$ cat src/rtl/sram_arbiter_if.sv
// Fetch port, data port and SRAM pad signals of the SRAM arbiter.
// slave = arbiter view, master = requesters plus pad side.
interface sram_arbiter_if #(
   parameter int SRAM_AW = 20
);
   logic               IF_REQ;
   logic [31:0]        IF_ADDR;
   logic               IF_ACK;
   logic [31:0]        IF_RDATA;
   logic               IF_STALL;

   logic               MEM_REQ;
   logic               MEM_WE;
   logic [3:0]         MEM_BE_N;
   logic [31:0]        MEM_ADDR;
   logic [31:0]        MEM_WDATA;
   logic               MEM_ACK;
   logic [31:0]        MEM_RDATA;
   logic               MEM_STALL;

   logic [SRAM_AW-1:0] SRAM_ADDR;
   logic               SRAM_CE_N;
   logic               SRAM_OE_N;
   logic               SRAM_WE_N;
   logic [3:0]         SRAM_BE_N;
   logic [31:0]        SRAM_DQ_O;
   logic               SRAM_DQ_OE;
   logic [31:0]        SRAM_DQ_I;

   modport slave (
      input  IF_REQ, IF_ADDR,
      input  MEM_REQ, MEM_WE, MEM_BE_N, MEM_ADDR, MEM_WDATA,
      input  SRAM_DQ_I,
      output IF_ACK, IF_RDATA, IF_STALL,
      output MEM_ACK, MEM_RDATA, MEM_STALL,
      output SRAM_ADDR, SRAM_CE_N, SRAM_OE_N, SRAM_WE_N, SRAM_BE_N, SRAM_DQ_O, SRAM_DQ_OE
   );

   modport master (
      output IF_REQ, IF_ADDR,
      output MEM_REQ, MEM_WE, MEM_BE_N, MEM_ADDR, MEM_WDATA,
      output SRAM_DQ_I,
      input  IF_ACK, IF_RDATA, IF_STALL,
      input  MEM_ACK, MEM_RDATA, MEM_STALL,
      input  SRAM_ADDR, SRAM_CE_N, SRAM_OE_N, SRAM_WE_N, SRAM_BE_N, SRAM_DQ_O, SRAM_DQ_OE
   );
endinterface

$ cat src/rtl/sram_arbiter.sv
// Shares one async SRAM between the fetch (read-only) and data ports; REQ->ACK is ACCESS_CYCLES+1.
// No skid: a requester holds REQ and stalls until its one-cycle ACK; MEM wins ties unless IF is starved.
module sram_arbiter #(
   parameter int ACCESS_CYCLES = 2,
   parameter int STARVE_LIMIT  = 4,
   parameter int SRAM_AW       = 20
) (
   input logic           CLK,
   input logic           RST,
   sram_arbiter_if.slave bus
);
   typedef enum logic [1:0] {S_IDLE, S_ACCESS, S_DONE} state_t;

   localparam logic [3:0] CNT_LAST   = 4'(ACCESS_CYCLES - 1);
   localparam logic [3:0] STARVE_MAX = 4'(STARVE_LIMIT);

   state_t             state_q, state_d;
   logic               owner_mem_q, owner_mem_d;
   logic               is_wr_q, is_wr_d;
   logic [3:0]         cnt_q, cnt_d;
   logic [3:0]         starve_q, starve_d;
   logic [SRAM_AW-1:0] addr_q, addr_d;
   logic [3:0]         be_n_q, be_n_d;
   logic [31:0]        dq_o_q, dq_o_d;
   logic               dq_oe_q, dq_oe_d;
   logic               ce_n_q, ce_n_d;
   logic               oe_n_q, oe_n_d;
   logic               we_n_q, we_n_d;
   logic [31:0]        if_rdata_q, if_rdata_d;
   logic [31:0]        mem_rdata_q, mem_rdata_d;
   logic               grant_if;
   logic               if_ack, mem_ack;

   always_comb begin
      state_d     = state_q;
      owner_mem_d = owner_mem_q;
      is_wr_d     = is_wr_q;
      cnt_d       = cnt_q;
      starve_d    = starve_q;
      addr_d      = addr_q;
      be_n_d      = be_n_q;
      dq_o_d      = dq_o_q;
      dq_oe_d     = dq_oe_q;
      ce_n_d      = ce_n_q;
      oe_n_d      = oe_n_q;
      we_n_d      = we_n_q;
      if_rdata_d  = if_rdata_q;
      mem_rdata_d = mem_rdata_q;
      grant_if    = 1'b0;

      case (state_q)
         S_IDLE: begin
            if (!bus.IF_REQ) starve_d = '0;
            if (bus.IF_REQ || bus.MEM_REQ) begin
               grant_if = bus.IF_REQ && (!bus.MEM_REQ || starve_q == STARVE_MAX);
               state_d  = S_ACCESS;
               cnt_d    = '0;
               ce_n_d   = 1'b0;
               if (grant_if) begin
                  owner_mem_d = 1'b0;
                  is_wr_d     = 1'b0;
                  addr_d      = bus.IF_ADDR[SRAM_AW+1:2];
                  be_n_d      = 4'b0000;
                  oe_n_d      = 1'b0;
                  we_n_d      = 1'b1;
                  dq_oe_d     = 1'b0;
                  starve_d    = '0;
               end else begin
                  owner_mem_d = 1'b1;
                  is_wr_d     = bus.MEM_WE;
                  addr_d      = bus.MEM_ADDR[SRAM_AW+1:2];
                  be_n_d      = bus.MEM_BE_N;
                  oe_n_d      = bus.MEM_WE;
                  we_n_d      = !bus.MEM_WE;
                  dq_oe_d     = bus.MEM_WE;
                  if (bus.MEM_WE) dq_o_d = bus.MEM_WDATA;
                  if (bus.IF_REQ && starve_q < STARVE_MAX) starve_d = starve_q + 4'd1;
               end
            end
         end

         S_ACCESS: begin
            cnt_d = cnt_q + 4'd1;
            if (cnt_q == CNT_LAST) begin
               state_d = S_DONE;
               if (is_wr_q) begin
                  // Recovery cycle: release WE_N but keep chip, address and data stable.
                  we_n_d = 1'b1;
               end else begin
                  ce_n_d = 1'b1;
                  oe_n_d = 1'b1;
                  if (owner_mem_q) mem_rdata_d = bus.SRAM_DQ_I;
                  else             if_rdata_d  = bus.SRAM_DQ_I;
               end
            end
         end

         S_DONE: begin
            state_d = S_IDLE;
            ce_n_d  = 1'b1;
            oe_n_d  = 1'b1;
            we_n_d  = 1'b1;
            dq_oe_d = 1'b0;
            be_n_d  = 4'b1111;
         end

         default: state_d = S_IDLE;
      endcase
   end

   always_ff @(posedge CLK or negedge RST) begin
      if (!RST) begin
         state_q     <= S_IDLE;
         owner_mem_q <= 1'b0;
         is_wr_q     <= 1'b0;
         cnt_q       <= '0;
         starve_q    <= '0;
         addr_q      <= '0;
         be_n_q      <= 4'b1111;
         dq_o_q      <= '0;
         dq_oe_q     <= 1'b0;
         ce_n_q      <= 1'b1;
         oe_n_q      <= 1'b1;
         we_n_q      <= 1'b1;
         if_rdata_q  <= '0;
         mem_rdata_q <= '0;
      end else begin
         state_q     <= state_d;
         owner_mem_q <= owner_mem_d;
         is_wr_q     <= is_wr_d;
         cnt_q       <= cnt_d;
         starve_q    <= starve_d;
         addr_q      <= addr_d;
         be_n_q      <= be_n_d;
         dq_o_q      <= dq_o_d;
         dq_oe_q     <= dq_oe_d;
         ce_n_q      <= ce_n_d;
         oe_n_q      <= oe_n_d;
         we_n_q      <= we_n_d;
         if_rdata_q  <= if_rdata_d;
         mem_rdata_q <= mem_rdata_d;
      end
   end

   assign if_ack  = (state_q == S_DONE) && !owner_mem_q;
   assign mem_ack = (state_q == S_DONE) &&  owner_mem_q;

   assign bus.IF_ACK     = if_ack;
   assign bus.MEM_ACK    = mem_ack;
   assign bus.IF_RDATA   = if_rdata_q;
   assign bus.MEM_RDATA  = mem_rdata_q;
   assign bus.IF_STALL   = bus.IF_REQ & ~if_ack;
   assign bus.MEM_STALL  = bus.MEM_REQ & ~mem_ack;
   assign bus.SRAM_ADDR  = addr_q;
   assign bus.SRAM_CE_N  = ce_n_q;
   assign bus.SRAM_OE_N  = oe_n_q;
   assign bus.SRAM_WE_N  = we_n_q;
   assign bus.SRAM_BE_N  = be_n_q;
   assign bus.SRAM_DQ_O  = dq_o_q;
   assign bus.SRAM_DQ_OE = dq_oe_q;

   // Byte-offset and above-array address bits have no meaning for a word-wide SRAM.
   logic unused_addr_bits;
   assign unused_addr_bits = ^{bus.IF_ADDR[1:0], bus.IF_ADDR[31:SRAM_AW+2],
                               bus.MEM_ADDR[1:0], bus.MEM_ADDR[31:SRAM_AW+2]};
endmodule

$ cat src/flat_wrapper.sv
// flat-port wrapper written by rule: the top's interface ports become plain ports
module sram_arbiter_flat 
#(
   parameter int ACCESS_CYCLES = 2,
   parameter int STARVE_LIMIT  = 4,
   parameter int SRAM_AW       = 20
)
  (CLK, RST, bus_IF_REQ, bus_IF_ADDR, bus_MEM_REQ, bus_MEM_WE, bus_MEM_BE_N, bus_MEM_ADDR, bus_MEM_WDATA, bus_SRAM_DQ_I, bus_IF_ACK, bus_IF_RDATA, bus_IF_STALL, bus_MEM_ACK, bus_MEM_RDATA, bus_MEM_STALL, bus_SRAM_ADDR, bus_SRAM_CE_N, bus_SRAM_OE_N, bus_SRAM_WE_N, bus_SRAM_BE_N, bus_SRAM_DQ_O, bus_SRAM_DQ_OE);
  sram_arbiter_if #(.SRAM_AW(SRAM_AW)) bus_i ();
  input logic CLK;
  input logic RST;
  input wire logic [$bits(bus_i.IF_REQ)-1:0] bus_IF_REQ;
  input wire logic [$bits(bus_i.IF_ADDR)-1:0] bus_IF_ADDR;
  input wire logic [$bits(bus_i.MEM_REQ)-1:0] bus_MEM_REQ;
  input wire logic [$bits(bus_i.MEM_WE)-1:0] bus_MEM_WE;
  input wire logic [$bits(bus_i.MEM_BE_N)-1:0] bus_MEM_BE_N;
  input wire logic [$bits(bus_i.MEM_ADDR)-1:0] bus_MEM_ADDR;
  input wire logic [$bits(bus_i.MEM_WDATA)-1:0] bus_MEM_WDATA;
  input wire logic [$bits(bus_i.SRAM_DQ_I)-1:0] bus_SRAM_DQ_I;
  output wire logic [$bits(bus_i.IF_ACK)-1:0] bus_IF_ACK;
  output wire logic [$bits(bus_i.IF_RDATA)-1:0] bus_IF_RDATA;
  output wire logic [$bits(bus_i.IF_STALL)-1:0] bus_IF_STALL;
  output wire logic [$bits(bus_i.MEM_ACK)-1:0] bus_MEM_ACK;
  output wire logic [$bits(bus_i.MEM_RDATA)-1:0] bus_MEM_RDATA;
  output wire logic [$bits(bus_i.MEM_STALL)-1:0] bus_MEM_STALL;
  output wire logic [$bits(bus_i.SRAM_ADDR)-1:0] bus_SRAM_ADDR;
  output wire logic [$bits(bus_i.SRAM_CE_N)-1:0] bus_SRAM_CE_N;
  output wire logic [$bits(bus_i.SRAM_OE_N)-1:0] bus_SRAM_OE_N;
  output wire logic [$bits(bus_i.SRAM_WE_N)-1:0] bus_SRAM_WE_N;
  output wire logic [$bits(bus_i.SRAM_BE_N)-1:0] bus_SRAM_BE_N;
  output wire logic [$bits(bus_i.SRAM_DQ_O)-1:0] bus_SRAM_DQ_O;
  output wire logic [$bits(bus_i.SRAM_DQ_OE)-1:0] bus_SRAM_DQ_OE;
  assign bus_i.IF_REQ = bus_IF_REQ;
  assign bus_i.IF_ADDR = bus_IF_ADDR;
  assign bus_i.MEM_REQ = bus_MEM_REQ;
  assign bus_i.MEM_WE = bus_MEM_WE;
  assign bus_i.MEM_BE_N = bus_MEM_BE_N;
  assign bus_i.MEM_ADDR = bus_MEM_ADDR;
  assign bus_i.MEM_WDATA = bus_MEM_WDATA;
  assign bus_i.SRAM_DQ_I = bus_SRAM_DQ_I;
  assign bus_IF_ACK = bus_i.IF_ACK;
  assign bus_IF_RDATA = bus_i.IF_RDATA;
  assign bus_IF_STALL = bus_i.IF_STALL;
  assign bus_MEM_ACK = bus_i.MEM_ACK;
  assign bus_MEM_RDATA = bus_i.MEM_RDATA;
  assign bus_MEM_STALL = bus_i.MEM_STALL;
  assign bus_SRAM_ADDR = bus_i.SRAM_ADDR;
  assign bus_SRAM_CE_N = bus_i.SRAM_CE_N;
  assign bus_SRAM_OE_N = bus_i.SRAM_OE_N;
  assign bus_SRAM_WE_N = bus_i.SRAM_WE_N;
  assign bus_SRAM_BE_N = bus_i.SRAM_BE_N;
  assign bus_SRAM_DQ_O = bus_i.SRAM_DQ_O;
  assign bus_SRAM_DQ_OE = bus_i.SRAM_DQ_OE;
  sram_arbiter #(.ACCESS_CYCLES(ACCESS_CYCLES), .STARVE_LIMIT(STARVE_LIMIT), .SRAM_AW(SRAM_AW)) u_core (.CLK(CLK), .RST(RST), .bus(bus_i));
endmodule
$ cat config.mk
export PLATFORM = sky130hd
export DESIGN_NAME = sram_arbiter_flat
export DESIGN_NICKNAME = d
export VERILOG_FILES = /design/src/rtl/sram_arbiter_if.sv /design/src/rtl/sram_arbiter.sv /design/src/flat_wrapper.sv
export SDC_FILE = /design/constraint.sdc
export NUM_CORES = 1
export LEC_CHECK = 0
export ABC_AREA = 1
export CAP_MARGIN = 20
export CORE_AREA = 2 2 161 131
export CTS_BUF_LIST = sky130_fd_sc_hd__clkbuf_8
export CTS_CLUSTER_DIAMETER = 150
export DETAILED_ROUTE_END_ITERATION = 6
export DIE_AREA = 0 0 163 133
export MAX_ROUTING_LAYER = met4
export SLEW_MARGIN = 40
export SYNTH_ARGS = -nofsm -noshare
export SYNTH_HDL_FRONTEND = slang
export SYNTH_SLANG_ARGS = --single-unit
$ cat constraint.sdc
create_clock -name CLK -period 1.55 [get_ports CLK]
set_input_delay 0.2325 -clock CLK [delete_from_list [all_inputs] [get_ports CLK]]
set_output_delay 0.2325 -clock CLK [all_outputs]
set_load 0.02 [all_outputs]
Word-level counts from Yosys, hierarchy flattened
Index checks and enable logic that the tools add are counted.
{ "word_totals": {"register_bits": 136, "wordCells": 81, "output_inout_bits": 128} }
{ "classes": {"reduce_logical": 22, "addsub": 2, "bitwise_logic": 7, "n_lt_le_gt_ge": 1, "eq_ne": 8, "mux": 27} }
{ "ops": {"columns": ["op", "n"], "rows": [
  ["2-to-1 mux 4 bit", 7],
  ["2-to-1 mux 20 bit", 1],
  ["AND reduction 4 bit", 5],
  ["case mux 4 bit (2 select lines)", 2],
  ["2-to-1 mux 1 bit", 10],
  ["case mux 1 bit (3 select lines)", 3],
  ["adder 4 x 1 -> 4 bit, second input constant", 2],
  ["AND reduction 2 bit", 4],
  ["inequality test 2 x 1 -> 1 bit, second input constant", 3],
  ["NOT 1 bit", 5],
  ["== test 4 x 1 -> 1 bit, second input constant", 1],
  ["== test 4 x 3 -> 1 bit, second input constant", 1],
  ["logical AND 1 bit", 4],
  ["less-than comparator 4 x 3 -> 1 bit, second input constant", 1],
  ["2-to-1 mux 2 bit", 2],
  ["case mux 2 bit (2 select lines)", 1],
  ["nonzero test 2 bit", 2],
  ["logical NOT 1 bit", 3],
  ["nonzero test 3 bit", 1],
  ["AND 1 bit", 2],
  ["== test 2 x 1 -> 1 bit, second input constant", 1],
  ["== test 2 bit, second input constant", 1],
  ["logical NOT 2 bit", 1],
  ["logical OR 1 bit", 2],
  ["2 further kinds", 2]
]} }

Depth between registers and ports, before layout
{ "depth": {"ltp_word": 6, "ltp_mapped": 9} }

Worst setup path after synthesis
Ideal clock, no wire load.
{ "synth_timing": {"path_type": "register to register", "start": "reg u_core.state_q[0]", "end": "reg u_core.dq_o_q[10] (netlist: u_core.bus.SRAM_DQ_O[10])", "setup_slack_ns": 0.086, "required_time_ns": 1.433, "path_stages_with_launch": 9, "arrival_time_ns": 1.347, "path_cell_list": "dfrtp_1 > inv_1 > ha_1 > o21ai_4 > inv_2 > nand3_2 > buf_2 > nand2_1 > nand2_1"} }
{ "synth_between": {"elab_chain_cells": 2} }
{ "synth_lines": {"columns": ["item", "line_no", "source"], "rows": [
  ["from (decl)", "sram_arbiter.sv:17", "state_t state_q, state_d;"],
  ["from (signal assigned)", "sram_arbiter.sv:128", "state_q <= state_d;"],
  ["logical NOT 2 bit", "sram_arbiter.sv:51", "case (state_q)"],
  ["AND reduction 4 bit (no line)", null, null],
  ["to (signal assigned)", "sram_arbiter.sv:135", "dq_o_q <= dq_o_d;"],
  ["to (decl)", "sram_arbiter.sv:24", "logic [31:0] dq_o_q, dq_o_d;"]
]} }
Every way passes these cells.
A chain may end at the register's enable or synchronous reset.

Worst setup path after layout
{ "layout_timing": {"start": "reg u_core.state_q[1]", "end": "out bus_MEM_STALL"} }
{ "layout_between": {"elab_chain_cells": 4} }
{ "layout_lines": {"columns": ["item", "line_no", "source"], "rows": [
  ["== test 2 bit", "sram_arbiter.sv:146", "assign mem_ack = (state_q == S_DONE) && owner_mem_q;"],
  ["logical AND 1 bit", "sram_arbiter.sv:146", null],
  ["NOT 1 bit", "sram_arbiter.sv:153", "assign bus.MEM_STALL = bus.MEM_REQ & ~mem_ack;"],
  ["AND 1 bit", "sram_arbiter.sv:153", null],
  ["to (decl)", "flat_wrapper.sv:25", "output wire logic [$bits(bus_i.MEM_STALL)-1:0] bus_MEM_STALL;"]
]} }
Every way passes these cells.

==> reports/qor.yml <==
run_status:
  status: "complete, but fails checks"
  violations: "setup timing"
place:
  dpl-instance-area_mm2: 0.00886
  dp_slack_ns: -0.187
  globalplace.congestion: 0.804
  port-buffer-count: 240
  place_hpwl_um: 12000
power:
  clock_power_share_pct: 17.0
  p_total_mw: 18.1
  intPower_mw: 10.4
  p_leak_nw: 4.79
  power.density_mw_per_mm2: 1950
  switchingPower_mw: 7.68
  pwr-share-comb_pct: 48.4
  ir_worst_vdd_v: 0.000774
  swShare_pct: 42.4
  seq_power_share_pct: 34.7
worst_hold_path:
  hold_path.class: "in2async"
synthesis:
  syn-instance-count: 671
  yosys_warnings: 0
  syn_avg_cell_area_um2: 8.86
  synth.cell_area_mm2: 0.00594
  synth_area_leaders: "dfrtp_1 (54%), nand2_1 (14%), o21ai_0 (5.8%), inv_1 (4.5%), nand4_1 (3.7%)"
  yosysTopAreaCell: "dfrtp_1"
  synth_fp_nets: 817
  yosys.area.top_type_share_pct: 54.3
  ys_types: 26
  synth_seq_cells: 136
  synth.yosys.seq_area_share_pct: 57.4
sta:
  layout_setup_ws_ns: -0.0856
  rsz0062_at_grt: "true"
  timing.final.crit_share_pct: 106
  setup_viol: 61
  drv_slew: 0
  hold_viol: 0
  fin_skew_ns: 0.0197
  worst_pin_slew_ns: 0.419
  fmax_ghz: 0.611
  slew_headroom_pct: 72.1
  fin_crit_ns: 1.64
die:
  std_cell_rows: 47
  initial_utilization_pct: 29.3
  die_w_um: 163
  core_mm2: 0.0203
  ios: 265
  die_area_mm2: 0.0217
  fp.dieH_um: 133
critical_path:
  slowest_delay_ns: 0.43
  cp_max_fo: 3
  end_kind: "output port"
  r2r_cells: 9
  path_class: "reg2out"
  startpoint_type: "flop"
  startpoint: "u_core.state_q[1]$_DFFE_PN0P_"
  crit_chain: "ha_4 > nand2_2 > inv_2 > nor2_1 > buf_4"
  crit_arrival_ns: 1.40
  required_ns: 1.32
  cpMaxStageDelayCell: "dfrtp_1"
  r2r_start: "u_core.state_q[0]$_DFFE_PN0P_"
clocking:
  insertion_delay_ns: 0.45
  cts_sinks: 136
  cts_root_buffer: "clkbuf_8"
  cts_made_buffers: 17
  path_clk_slew_ns: 0.09
  cts_buffer_depth: 2
  cts_max_level: 4
  cts_tree: "done"
detailed_routing:
  ant_nets: 0
  firstDrtPassIters: 4
  dr.first_iter.drc_count: 311
  dr_total_vias: 5344
  wl_per_cell_um: 14.5
  route.detailed.drc: 0
  viasPerCell: 4.40
  routed_wl_um: 17600
grt:
  grt-ovfl-total: 0
  grt_start_max_net_pins: 53
  grt_pass1_vias: 5189
  antenna_found_initial: 0
  track_usage_pct: 16.5
  grt_pass1_wl_um: 27300
flow_run:
  cap_violations: 0
finish:
  fin_nets: 1078
  design_area_mm2: 0.00930
  syn2layout_area_growth_pct: 56.4
  drive_gt1_share_pct: 11.6
  diodes: 0
==> placed cells by master, fill, tap and decap left out, types with 3 or more instances in the layout <==
master           instances
nand2_1                225
dfrtp_1                129
dlygate4sd2_1          117
clkdlybuf4s50_1        111
inv_1                   70
o21ai_0                 59
nand4_1                 35
nand3_1                 28
buf_4                   23
nand3b_1                20
clkbuf_8                17
o21ai_1                 13
buf_12                  13
nor2_1                  11
ha_1                     7
dfstp_2                  7
inv_2                    4
nand2_2                  4
clkinv_4                 4
a21oi_1                  4
clkdlybuf4s15_2          4
nand3_4                  3
clkinvlp_4               3
inv_6                    3
bufinv_16                3
buf_6                    3
buf_2                    3
==> flip-flops by register name (all words and copies together), names as in the netlist, 2 cells and up <==
name                  cells
u_core.bus.MEM_RDATA     32
u_core.bus.SRAM_DQ_O     32
u_core.cnt_q              4
u_core.bus.SRAM_ADDR     20
u_core.bus.SRAM_BE_N      4
u_core.state_q            2
u_core.starve_q           4
u_core.bus.IF_RDATA      32
==> cell usage after synthesis <==
| master | instances |
|---|---|
| nand3b_1 | 20 |
| a21oi_1 | 4 |
| clkbuf_1 | 10 |
| o21ai_0 | 69 |
| dfrtp_1 | 129 |
| ha_1 | 9 |
| nand3_4 | 2 |
| nand2_1 | 229 |
| buf_2 | 12 |
| buf_4 | 6 |
| nand3_1 | 29 |
| nand3_2 | 1 |
| o22ai_1 | 2 |
| inv_2 | 3 |
| nor2_1 | 12 |
| nand4_1 | 35 |
| buf_6 | 4 |
| dfstp_2 | 7 |
| nor2_4 | 1 |
| clkbuf_2 | 6 |
| xor2_1 | 2 |
| nand2_2 | 1 |
| inv_1 | 71 |
| a31oi_1 | 1 |
| o21ai_1 | 5 |
| o21ai_4 | 1 |
==> final cells by class <==
class / instances / area, µm²
fillers: 2024 / 11000
clock buffers: 17 / 234
flip-flops and latches: 136 / 3410
inverters: 74 / 285
clock inverters: 15 / 178
well taps: 269 / 337
repair buffers: 280 / 2760
multi-input cells: 423 / 2090
==> per-stage QoR <==
| stage | hold slack, ns | util (%) | setup TNS [ns] | std cells |
|---|---|---|---|---|
| 2_1_floorplan | -0.0631 | - | 0 | 671 |
| 3_3_place_gp | 0.183 | 43.7 | -6.36 | 1176 |
| 3_5_place_dp | 0.181 | 43.7 | -7.10 | 1176 |
| 4_1_cts | 0.245 | 45.2 | -0.623 | 1209 |
| 5_1_grt | 0.261 | 45.8 | -12.78 | 1214 |
| 6_report | 0.261 | 45.8 | -1.28 | 1214 |
==> cell families (layout without fill, tap and decap cells) <==
| group | Yosys count | after routing | synth area share, % |
|---|---|---|---|
| xor gates and xnor gates | 2 | 2 | 0.295 |
| DFF | 136 | 136 | 57.4 |
| buffers and inverters | 112 | 386 | 8.34 |
| AOI/OAI and AO/OA | 82 | 82 | 7.16 |
| adders and majority gates | 9 | 9 | 1.89 |
| and+or+nand+nor | 330 | 330 | 24.9 |
==> routing by layer <==
metal / up-vias / track usage [%] / part of all wire (%)
met5: - / - / 0
met4: 0 / 4.62 / 1.1
met3: 15 / 5.49 / 7.3
met2: 184 / 23.8 / 44
met1: 2477 / 22.1 / 47
li1: 2668 / - / -
==> worst paths after layout <==
check	to	slack [ns]
worst max-delay path	bus_MEM_STALL	-0.09
worst min-delay path	u_core.bus.SRAM_DQ_O[1]$_DFFE_PN0P_	0.26
worst max register to register	u_core.bus.SRAM_DQ_O[22]$_DFFE_PN0P_	-0.04
worst min register to register	u_core.bus.SRAM_CE_N$_DFFE_PN1P_	0.47
max in group asynchronous	u_core.bus.SRAM_BE_N[1]$_DFFE_PN1P_	0.68
min in group CLK	u_core.bus.SRAM_BE_N[0]$_DFFE_PN1P_	0.31
==> critical path, delay by kind of cell (launching register included) <==
family,cells,cell delay (ns)
buf+inv,2,0.18
fa+ha+maj,1,0.20
simple gates,2,0.14
flops,1,0.43
==> what timing repair did <==
item / 4_1_cts / 5_1_grt
setup buffers: 0 / 1
gates resized for setup: 174 / 22
cloned: 0 / 4
endpoints found under the hold margin: 34 / 0
pin swaps: 2 / 2
setup endpoints to repair: 185 / 138
hold buffers: 1 / 0
==> power groups by stage <==
| stage | clock network, mW | logic (mW) | registers [mW] |
|---|---|---|---|
| after floorplan | 0 | 2.78 | 8.33 |
| after CTS | 3.18 | 8.58 | 6.29 |
| final | 3.08 | 8.76 | 6.28 |
| after detailed placement | 0 | 9.61 | 6.37 |
| after global routing | 3.36 | 9.63 | 6.51 |
| after global placement | 0 | 9.52 | 6.35 |
Note: power is estimated with default switching activity, not from simulation.
